**src/rtl/dbus_wb_bridge.sv**
```systemverilog
// rtl/dbus_wb_bridge.sv - MEM-stage RAM port to single-access Wishbone classic master bridge
// Optional BUSY timeout abort is built in when DBUS_TIMEOUT_EN is defined.
module dbus_wb_bridge #(
  parameter int STALL_BIT      = 4,
  parameter int TIMEOUT_CYCLES = 255
) (
  input  logic        clk,
  input  logic        rst,
  input  logic [5:0]  stall_i,
  input  logic        flush_i,
  input  logic        cpu_ce_i,
  input  logic        cpu_we_i,
  input  logic [3:0]  cpu_sel_i,
  input  logic [31:0] cpu_addr_i,
  input  logic [31:0] cpu_data_i,
  output logic [31:0] cpu_data_o,
  output logic        stallreq_o,
  output logic [31:0] wb_adr_o,
  output logic [31:0] wb_dat_o,
  input  logic [31:0] wb_dat_i,
  output logic        wb_we_o,
  output logic [3:0]  wb_sel_o,
  output logic        wb_stb_o,
  output logic        wb_cyc_o,
  input  logic        wb_ack_i,
  output logic        bus_err_o
);

  typedef enum logic [1:0] {
    IDLE,
    BUSY,
    WAIT_FOR_STALL
  } state_t;

  state_t      state;
  state_t      state_next;
  logic [31:0] rd_buf;
  logic        start;
  logic        done;
  logic        timeout;
  logic        stall_mem;
  logic        stall_unused;

  assign stall_mem    = stall_i[STALL_BIT];
  assign stall_unused = ^stall_i;

`ifdef DBUS_TIMEOUT_EN
  logic [7:0] tmo_cnt;

  // Fires in the TIMEOUT_CYCLES-th BUSY cycle without ack; the counter stops there, so it never wraps.
  assign timeout = (state == BUSY) && !wb_ack_i && (tmo_cnt == 8'(TIMEOUT_CYCLES - 1));

  always_ff @(posedge clk) begin
    if (rst || state != BUSY) begin
      tmo_cnt <= '0;
    end else if (!wb_ack_i && !timeout) begin
      tmo_cnt <= tmo_cnt + 8'd1;
    end
  end

  always_ff @(posedge clk) begin
    if (rst) begin
      bus_err_o <= 1'b0;
    end else begin
      bus_err_o <= timeout && !flush_i;
    end
  end
`else
  assign timeout   = 1'b0;
  assign bus_err_o = 1'b0;
`endif

  always_ff @(posedge clk) begin
    if (rst) begin
      state <= IDLE;
    end else begin
      state <= state_next;
    end
  end

  // stallreq_o must stay independent of stall_i to avoid a combinational loop through ctrl.
  always_comb begin
    state_next = state;
    stallreq_o = 1'b0;
    cpu_data_o = '0;
    start      = 1'b0;
    done       = 1'b0;
    case (state)
      IDLE: begin
        if (cpu_ce_i && !flush_i) begin
          start      = 1'b1;
          stallreq_o = 1'b1;
          state_next = BUSY;
        end
      end
      BUSY: begin
        if (flush_i) begin
          state_next = IDLE;
        end else if (wb_ack_i || timeout) begin
          done = 1'b1;
          if (!wb_we_o && !timeout) begin
            cpu_data_o = wb_dat_i;
          end
          state_next = stall_mem ? WAIT_FOR_STALL : IDLE;
        end else begin
          stallreq_o = 1'b1;
        end
      end
      WAIT_FOR_STALL: begin
        if (!wb_we_o && !flush_i) begin
          cpu_data_o = rd_buf;
        end
        if (flush_i || !stall_mem) begin
          state_next = IDLE;
        end
      end
      default: state_next = IDLE;
    endcase
  end

  always_ff @(posedge clk) begin
    if (rst) begin
      wb_adr_o <= '0;
      wb_dat_o <= '0;
      wb_we_o  <= 1'b0;
      wb_sel_o <= '0;
      wb_stb_o <= 1'b0;
      wb_cyc_o <= 1'b0;
      rd_buf   <= '0;
    end else begin
      if (start) begin
        wb_adr_o <= cpu_addr_i;
        wb_dat_o <= cpu_data_i;
        wb_we_o  <= cpu_we_i;
        wb_sel_o <= cpu_sel_i;
        wb_stb_o <= 1'b1;
        wb_cyc_o <= 1'b1;
      end else if (state == BUSY && state_next != BUSY) begin
        wb_stb_o <= 1'b0;
        wb_cyc_o <= 1'b0;
      end
      if (done && (timeout || !wb_we_o)) begin
        rd_buf <= timeout ? 32'd0 : wb_dat_i;
      end
    end
  end

endmodule

```
**config.mk**
```make
export PLATFORM = sky130hd
export DESIGN_NAME = dbus_wb_bridge
export DESIGN_NICKNAME = d
export VERILOG_FILES = /design/src/rtl/dbus_wb_bridge.sv
export SDC_FILE = /design/constraint.sdc
export NUM_CORES = 1
export LEC_CHECK = 0
export ABC_AREA = 0
export CORE_MARGIN = 1
export CORE_UTILIZATION = 37
export CTS_BUF_LIST = sky130_fd_sc_hd__clkbuf_4 sky130_fd_sc_hd__clkbuf_8
export DETAILED_ROUTE_END_ITERATION = 7
export GPL_TIMING_DRIVEN = 0
export PLACE_DENSITY = 0.77
export SETUP_SLACK_MARGIN = 0.2
export SLEW_MARGIN = 20
export SYNTH_ARGS = -nofsm -noshare
export SYNTH_HDL_FRONTEND = slang
export SYNTH_SLANG_ARGS = --single-unit
```
**constraint.sdc**
```tcl
create_clock -name clk -period 1.5 [get_ports clk]
set_input_delay 0.225 -clock clk [delete_from_list [all_inputs] [get_ports clk]]
set_output_delay 0.225 -clock clk [all_outputs]
set_load 0.01 [all_outputs]
```
# Word-level counts from Yosys, hierarchy flattened
# Index checks and enable logic that the tools add are counted.
dict set report word_totals {
  register_bits 104
  in_bits 112
  output_inout_bits 105
  elab_cells 41
}
dict set report classes {
  n_eq_ne 3
  mux 21
  reduce_logical 10
}
# op n
set ops {}
lappend ops {{$mux W32} 4}
lappend ops {{$pmux W32 S2} 1}
lappend ops {{$mux W2} 5}
lappend ops {{$mux W1} 9}
lappend ops {{$pmux W2 S3} 1}
lappend ops {{$logic_and A1 B1 Y1} 4}
lappend ops {{$logic_not A1 Y1} 3}
lappend ops {{$eq A2 B1 Y1 const B} 1}
lappend ops {{$eq A2 B2 Y1 const B} 1}
lappend ops {{$logic_not A2 Y1} 1}
lappend ops {{$ne A2 B1 Y1 const B} 1}
lappend ops {{$pmux W1 S2} 1}
lappend ops {{$reduce_bool A2 Y1} 1}
lappend ops {{$logic_or A1 B1 Y1} 1}

# Longest topological paths before layout
# Gate-level depths: netlist of run 1.
dict set report depth {
  ltp_word 8
  ltp_mapped 8
  mapped_depth_nobuf 6
}

# Worst setup path before layout of run 1
# No wires, ideal clock.
dict set report synth_timing {
  path_kind {flip-flop to output port}
  from {reg state[1]}
  to {out cpu_data_o[10]}
  arrival_ns 1.525
  required_time_ns 1.275
  setup_slack_ns -0.250
  path_stages_with_launch 8
  path_buffers 1
  cell_sequence {dfxtp_1 inv_1 ha_1 nand2b_4 nor3b_2 buf_4 nand2_1 a21boi_0}
}
dict set report synth_between {
  elab_chain_cells 2
  elab_cells_between_ends 3
  classes_between {2 x eq/ne; 1 x mux}
}
# item line
set synth_rtl {}
lappend synth_rtl {{from (decl)} 35} ;# state_t state;
lappend synth_rtl {{from (signal assigned)} 77} ;# state <= state_next;
lappend synth_rtl {{$eq A2 B2 Y1 or $eq A2 B1 Y1 (tied branches)} 88} ;# case (state)
lappend synth_rtl {{$pmux W32 S2 *} 88}
lappend synth_rtl {{to (decl)} 16} ;# output logic [31:0] cpu_data_o,
# Mark *: on every way between the ends. The rest lies on a longest branch, timed or not.

# Final worst setup path of run 1
dict set report layout_timing {
  from {reg state[1]}
  to {out cpu_data_o[18]}
}
# Same word-level chain as after synthesis.

==> results of run 1 <==
## metrics by stage
stage                     total power, W  TNS [ns]  cell area (um^2)  worst slack [ns]  hold slack [ns]
final                            0.00610    -46.91              7920            -0.612            0.295
after global routing             0.00634    -54.90              7920            -0.696            0.324
after CTS                        0.00596    -41.74              7360            -0.614            0.252
after detailed placement         0.00399    -70.30              6610             -1.05            0.446
after global placement           0.00396    -67.24              6610             -1.02            0.442
after floorplan                  0.00339    -0.553              4340           -0.0245            0.361
## critical path: stages (launching register included)
cell and delay, ns:
dfxtp_4 0.37, inv_4 0.06, ha_4 0.14, nand2b_4 0.06, nor3b_4 0.18, buf_6 0.20
buf_8 0.13, nand2_2 0.06, a21boi_2 0.15, buf_2 0.16
## worst max path at each step
stage,endpoint,slack (ns),start,depth (start not counted)
final,cpu_data_o[18],-0.61,state[1],9
after global routing,cpu_data_o[25],-0.70,state[1],9
after CTS,cpu_data_o[18],-0.61,state[1],9
after detailed placement,cpu_data_o[18],-1.05,flush_i,7
after global placement,cpu_data_o[18],-1.02,flush_i,7
after floorplan,cpu_data_o[10],-0.02,state[1],7
## area by class of cell
cell class              instances  area (um^2)
plain buffers                  42          387
fillers                       815         2960
clock inverters                 3         40.0
well taps                     140          175
clock buffers                  13          166
repair buffers                241         2360
flip-flops and latches        104         2100
multi-input cells             393         2670
inverters                       4         22.5
## logic make-up (layout without fill, tap and decap cells)
| group | Yosys count | in the layout |
|---|---|---|
| AND/OR/NAND/NOR | 248 | 248 |
| AO/OA/AOI/OAI | 140 | 140 |
| flip-flops | 104 | 104 |
| buffers and inverters | 46 | 303 |
| adder cells (fa/ha/maj) | 4 | 4 |
| other | 1 | 1 |
## power by group through the flow
stage               combinational (W)  sequential, W  clock (W)
floorplan                    0.000354        0.00304          0
global placement             0.000967        0.00300          0
detailed placement           0.000985        0.00300          0
CTS                           0.00117        0.00295    0.00185
global route                  0.00138        0.00298    0.00197
finish                        0.00130        0.00297    0.00182
## cell usage after synthesis
library cell	count	area (um^2)
nand2_1	235	882
a311oi_1	1	8.76
dfxtp_1	104	2080
nand4b_1	1	8.76
or2_2	1	6.26
a21o_1	1	7.51
or3b_1	1	8.76
a21boi_1	12	90.1
nand2b_4	2	27.5
conb_1	1	3.75
buf_4	5	37.5
a21oi_1	102	510
a211o_1	1	8.76
o221ai_1	1	8.76
buf_2	10	50.1
nor2_1	1	3.75
clkbuf_1	24	90.1
inv_1	4	15.0
nand2b_1	2	12.5
nand4_1	1	6.26
nor3b_2	2	25.0
o21ai_0	2	10.0
buf_6	3	33.8
a21boi_0	20	150
nor2_2	1	6.26
nand3_1	1	5.00
ha_1	4	50.1
## registers in the layout (all words and copies together), names as in the netlist
| name | flops |
|---|---|
| rd_buf | 32 |
| state | 2 |
| wb_adr_o | 32 |
| wb_cyc_o | 1 |
| wb_dat_o | 32 |
| wb_sel_o | 4 |
| wb_we_o | 1 |
## metal layers
layer	wire [um]	part of all wire [%]	global-route usage (%)	up-vias
met5	0	0	0	-
met4	168	1.1	7.44	0
met3	1020	6.7	6.36	11
met2	8210	54	46.0	162
met1	5710	38	26.1	2222
li1	-	-	-	2265
## what timing repair did
action | CTS | global route
resized for setup | 360 | 131
pin swaps | 32 | 27
gates cloned | 11 | 3
endpoints found under the setup margin | 208 | 149
setup buffers | 16 | 2
==> impl_metrics.toml, run 1 <==
[route]
vias = 4660
routed_wl_um = 15100
drtIter0Drc = 171
dr.pass1.iters = 4
drcViolationCount = 0
post_drt_wl_per_cell_um = 16.1
postRouteAntennaNets = 0
vias_per_cell = 4.96

[yosys]
synth_top_family_by_area = "simple AND/OR/NAND/NOR gates"
yosys_register_bits = 104
yosys.area_share.xor_xnor_pct = 0
synth_compound_area_share_pct = 19.1
yosys_warnings = 0
synth_cells = 543
synth.distinct_cells = 27
syn_nets = 659
ys_seq_area_share_pct = 50.2
synth_fa_ha_area_share_pct = 1.21
synthMuxAreaShare_pct = 0
synth_simple_gate_area_share_pct = 23.9
mappedNetlistArea_um2 = 4150
syn_area_per_cell_um2 = 7.64

[placement]
gp_congestion = 0.815
port_buffers = 209
place_inst = 892
place_hpwl_um = 9750

[global_route]
grt_pass1_wl_um = 22000
grtUsageTotal_pct = 24.3
grt_start_max_net_pins = 16
antenna_found_initial = 0
grt_pass1_vias = 4577
overflow = 0

[critical_path]
worst-r2r-setup-slack_ns = -0.47
startpoint_type = "flop"
r2r_cells = 13
crit_path_end_kind = "primary output"
timing.rr.end = "wb_dat_o[22]"
cp_max_fo = 7
cp_data_required_time_ns = 1.27
r2r_start = "state[1]"
critPathArrivalTime_ns = 1.89
critPathKind = "flop to primary output"

[cts]
clkLatencyLatePin_ns = 0.36
cts_hold_buf = 0
cts.path.max_buffers = 2
cts_sinks = 104
cts-root-buf = "clkbuf_8"
htreeDepth = 3
cts_tree = "yes"
clk_pin_slew_ns = 0.09
numCtsBuffers = 9

[floorplanning]
start_util_pct = 38.1
core_um2 = 10900
boundaryPins = 217
die_area_um2 = 11600
die_h_um = 108
die_x_um = 108
num_rows = 38

[status]
violations = "setup timing"
status = "complete, but fails checks"

[sta]
fmax_ghz = 0.473
skew_ns = 0.00601
relSlewSlack_pct = 53.5
setup_viol = 135
tightest_slew_ns = 0.697
setup_slack_ns = -0.612
min_period_ns = 2.11
period_share_pct = 141
hold_viol = 0
finalMaxSlewViolations = 0
rsz0062_at_grt = "yes"

[pwr]
internal-power_w = 0.00450
comb_power_share_pct = 21.4
leakage_nw = 3.38
pwr-share-clk_pct = 29.9
power_frac_seq_pct = 48.7
ir_drop_v = 0.000537
power.density_nw_per_um2 = 769
p_sw_w = 0.00160
p_sw_share_pct = 26.2

[finish]
layout_common_cells = "nand2_1 (137), clkdlybuf4s50_1 (104), dfxtp_1 (97)"
fin_cells = 940
drive_gt1_share_pct = 38.1
final_common_cell = "nand2_1"
diodes = 0
syn2layout_area_growth_pct = 91.0
utilization_pct = 72.8
layout.nets = 911

[worst_hold_path]
hold_depth = 4
min_from = "rst"
hold_class = "input pin to flop"
hold_end = "state[0]"

[flow_run]
cap_violations = 0
Power figures use the tool's default switching activity.
==> run 2: changes to the inputs <==
Settings changed: CORE_MARGIN 1 to 5, GPL_ROUTABILITY_DRIVEN set to 0.
Clock period 1.5 ns to 1.85 ns, I/O delays scaled along.
==> impl_metrics.toml, run 2 (same netlist as run 1, synthesis figures left out) <==
[placement]
placed_area_um2 = 6540
place_hpwl_um = 10600
port_buffers = 209
place_inst = 892

[floorplanning]
num_rows = 38
die_x_um = 116
core_um2 = 10900
boundaryPins = 217
die_area_um2 = 13400
start_util_pct = 37.9
die_h_um = 116

[finish]
drive_gt1_share_pct = 45.2
layout_common_cells = "clkdlybuf4s50_1 (135), nand2_1 (117), dfxtp_1 (95)"
fillCellCount = 665
final_common_cell = "clkdlybuf4s50_1"
layout.nets = 927
regArea_um2 = 2100
syn2layout_area_growth_pct = 106
finish.instance_area_um2 = 8550
fin_cells = 957
reg.largest.list = "rd_buf: 32 flops, wb_adr_o: 32 flops, wb_dat_o: 32 flops"
multi_input_area_um2 = 3010

[critical_path]
crit_family = "buffers and inverters"
worst-r2r-setup-slack_ns = -0.03
critPathBufInv = 4
critPathArrivalTime_ns = 1.95
timing.rr.end = "wb_we_o"
critPathLaunch = "state[1]"
critPathKind = "flop to primary output"
r2r_cells = 11
cp_max_fo = 8
crit_path_end_kind = "primary output"
r2r_start = "state[1]"
crit_chain = "inv_4, ha_4, nand2b_4, nor3b_4, buf_6, buf_8, nand2_1, a21boi_2, buf_2"
crit_slowest_cell = "dfxtp_4"
cp_data_required_time_ns = 1.57
max_stage_delay_ns = 0.39
startpoint_type = "flop"

[sta]
fmax_ghz = 0.449
rsz0062_at_grt = "yes"
tightest_slew_ns = 0.744
skew_ns = 0.0208
relSlewSlack_pct = 50.4
period_share_pct = 120
setup_viol = 34
min_period_ns = 2.23
finalMaxSlewViolations = 0
setup_slack_ns = -0.379
hold_viol = 0

[pwr]
ir_drop_v = 0.000474
leakage_nw = 3.95
power.density_nw_per_um2 = 598

[route]
post_drt_wl_per_cell_um = 18.5
dr.pass1.iters = 5
vias_per_cell = 5.10
drcViolationCount = 0
vias = 4877
postRouteAntennaNets = 0
drtIter0Drc = 235
routed_wl_um = 17800

[status]
violations = "setup timing"
status = "complete, but fails checks"

[global_route]
grt_pass1_wl_um = 23000
grt_start_max_net_pins = 17
grt_pass1_vias = 4747
grtUsageTotal_pct = 21.6
antenna_found_initial = 1
overflow = 0

[worst_hold_path]
hold_depth = 4
hold_end = "state[0]"
hold_class = "input pin to flop"
min_from = "rst"

[cts]
clk_pin_slew_ns = 0.11
cts_tree = "yes"
cts.path.max_buffers = 2
cts_hold_buf = 0
clkLatencyLatePin_ns = 0.39
cts_sinks = 104
htreeDepth = 3
numCtsBuffers = 9
cts-root-buf = "clkbuf_8"

[flow_run]
cap_violations = 0
==> run 2: cell count changes in the layout (fill, tap and decap cells not counted), sizes merged <==
cell | before | now
dlygate4sd2 | 56 | 2
clkbuf | 40 | 44
buf | 82 | 90
clkdlybuf4s50 | 104 | 135
dlymetal6s2s | 10 | 39
diode | 0 | 1
clkdlybuf4s15 | 4 | 0
inv | 4 | 5
clkinv | 2 | 3
==> run 2: timing repair <==
action	in CTS	in global routing
endpoints found under the setup margin	136	135
pin swaps	21	159
endpoints found under the hold margin	0	0
gates cloned	9	10
gates resized for setup	267	311
buffers inserted	15	14
==> run 2: worst max-delay path by stage <==
stage	slack, ns	end	cells after the start
final	-0.38	cpu_data_o[2]	9
after global routing	-0.46	cpu_data_o[2]	9
after CTS	-0.31	cpu_data_o[10]	9
after detailed placement	-0.90	cpu_data_o[10]	6
after global placement	-0.84	cpu_data_o[1]	6
after floorplan	0.21	cpu_data_o[10]	6
==> run 2: final cells by class <==
type / instances / area share [%]
antenna: 1 / 0.0293
buffer: 42 / 4.64
clock buffer: 11 / 1.77
clock inverter: 5 / 0.629
inverter: 4 / 0.263
multi-input combinational: 393 / 35.2
sequential: 104 / 24.6
tap: 140 / 2.05
timing repair buffer: 257 / 30.9
==> run 2: tightest hold or removal path: cells and delay by family <==
family                 cells  cell delay [ns]
AND/OR/NAND/NOR            1             0.07
buffers and inverters      2             0.24
AO/OA/AOI/OAI              1             0.08
==> run 2: per-layer routing <==
metal / wire length, um / global-route usage, % / part of all wire [%] / vias to the layer above
met5: 0 / 0 / 0 / -
met4: 562 / 8.66 / 3.2 / 0
met3: 1480 / 7.42 / 8.3 / 48
met2: 9430 / 39.3 / 53 / 204
met1: 6280 / 22.8 / 35 / 2325
li1: - / - / - / 2300
==> run 2: through the flow <==
| step | power, W | setup TNS (ns) | setup slack, ns | utilization, % | hold WS (ns) |
|---|---|---|---|---|---|
| floorplan | 0.00274 | 0 | 0.215 | - | 0.413 |
| global placement | 0.00321 | -32.59 | -0.841 | 59.8 | 0.441 |
| detailed placement | 0.00322 | -39.15 | -0.902 | 59.8 | 0.447 |
| CTS | 0.00477 | -9.64 | -0.314 | 65.1 | 0.273 |
| global route | 0.00531 | -14.17 | -0.455 | 78.2 | 0.354 |
| finish | 0.00511 | -11.39 | -0.379 | 78.2 | 0.308 |
==> run 2: power by group <==
| group | internal, W | total (W) | leakage (nW) | switching [W] |
|---|---|---|---|---|
| logic | 0.000671 | 0.00120 | 2.99 | 0.000524 |
| registers | 0.00233 | 0.00242 | 0.851 | 0.0000933 |
| clock network | 0.000698 | 0.00149 | 0.109 | 0.000792 |
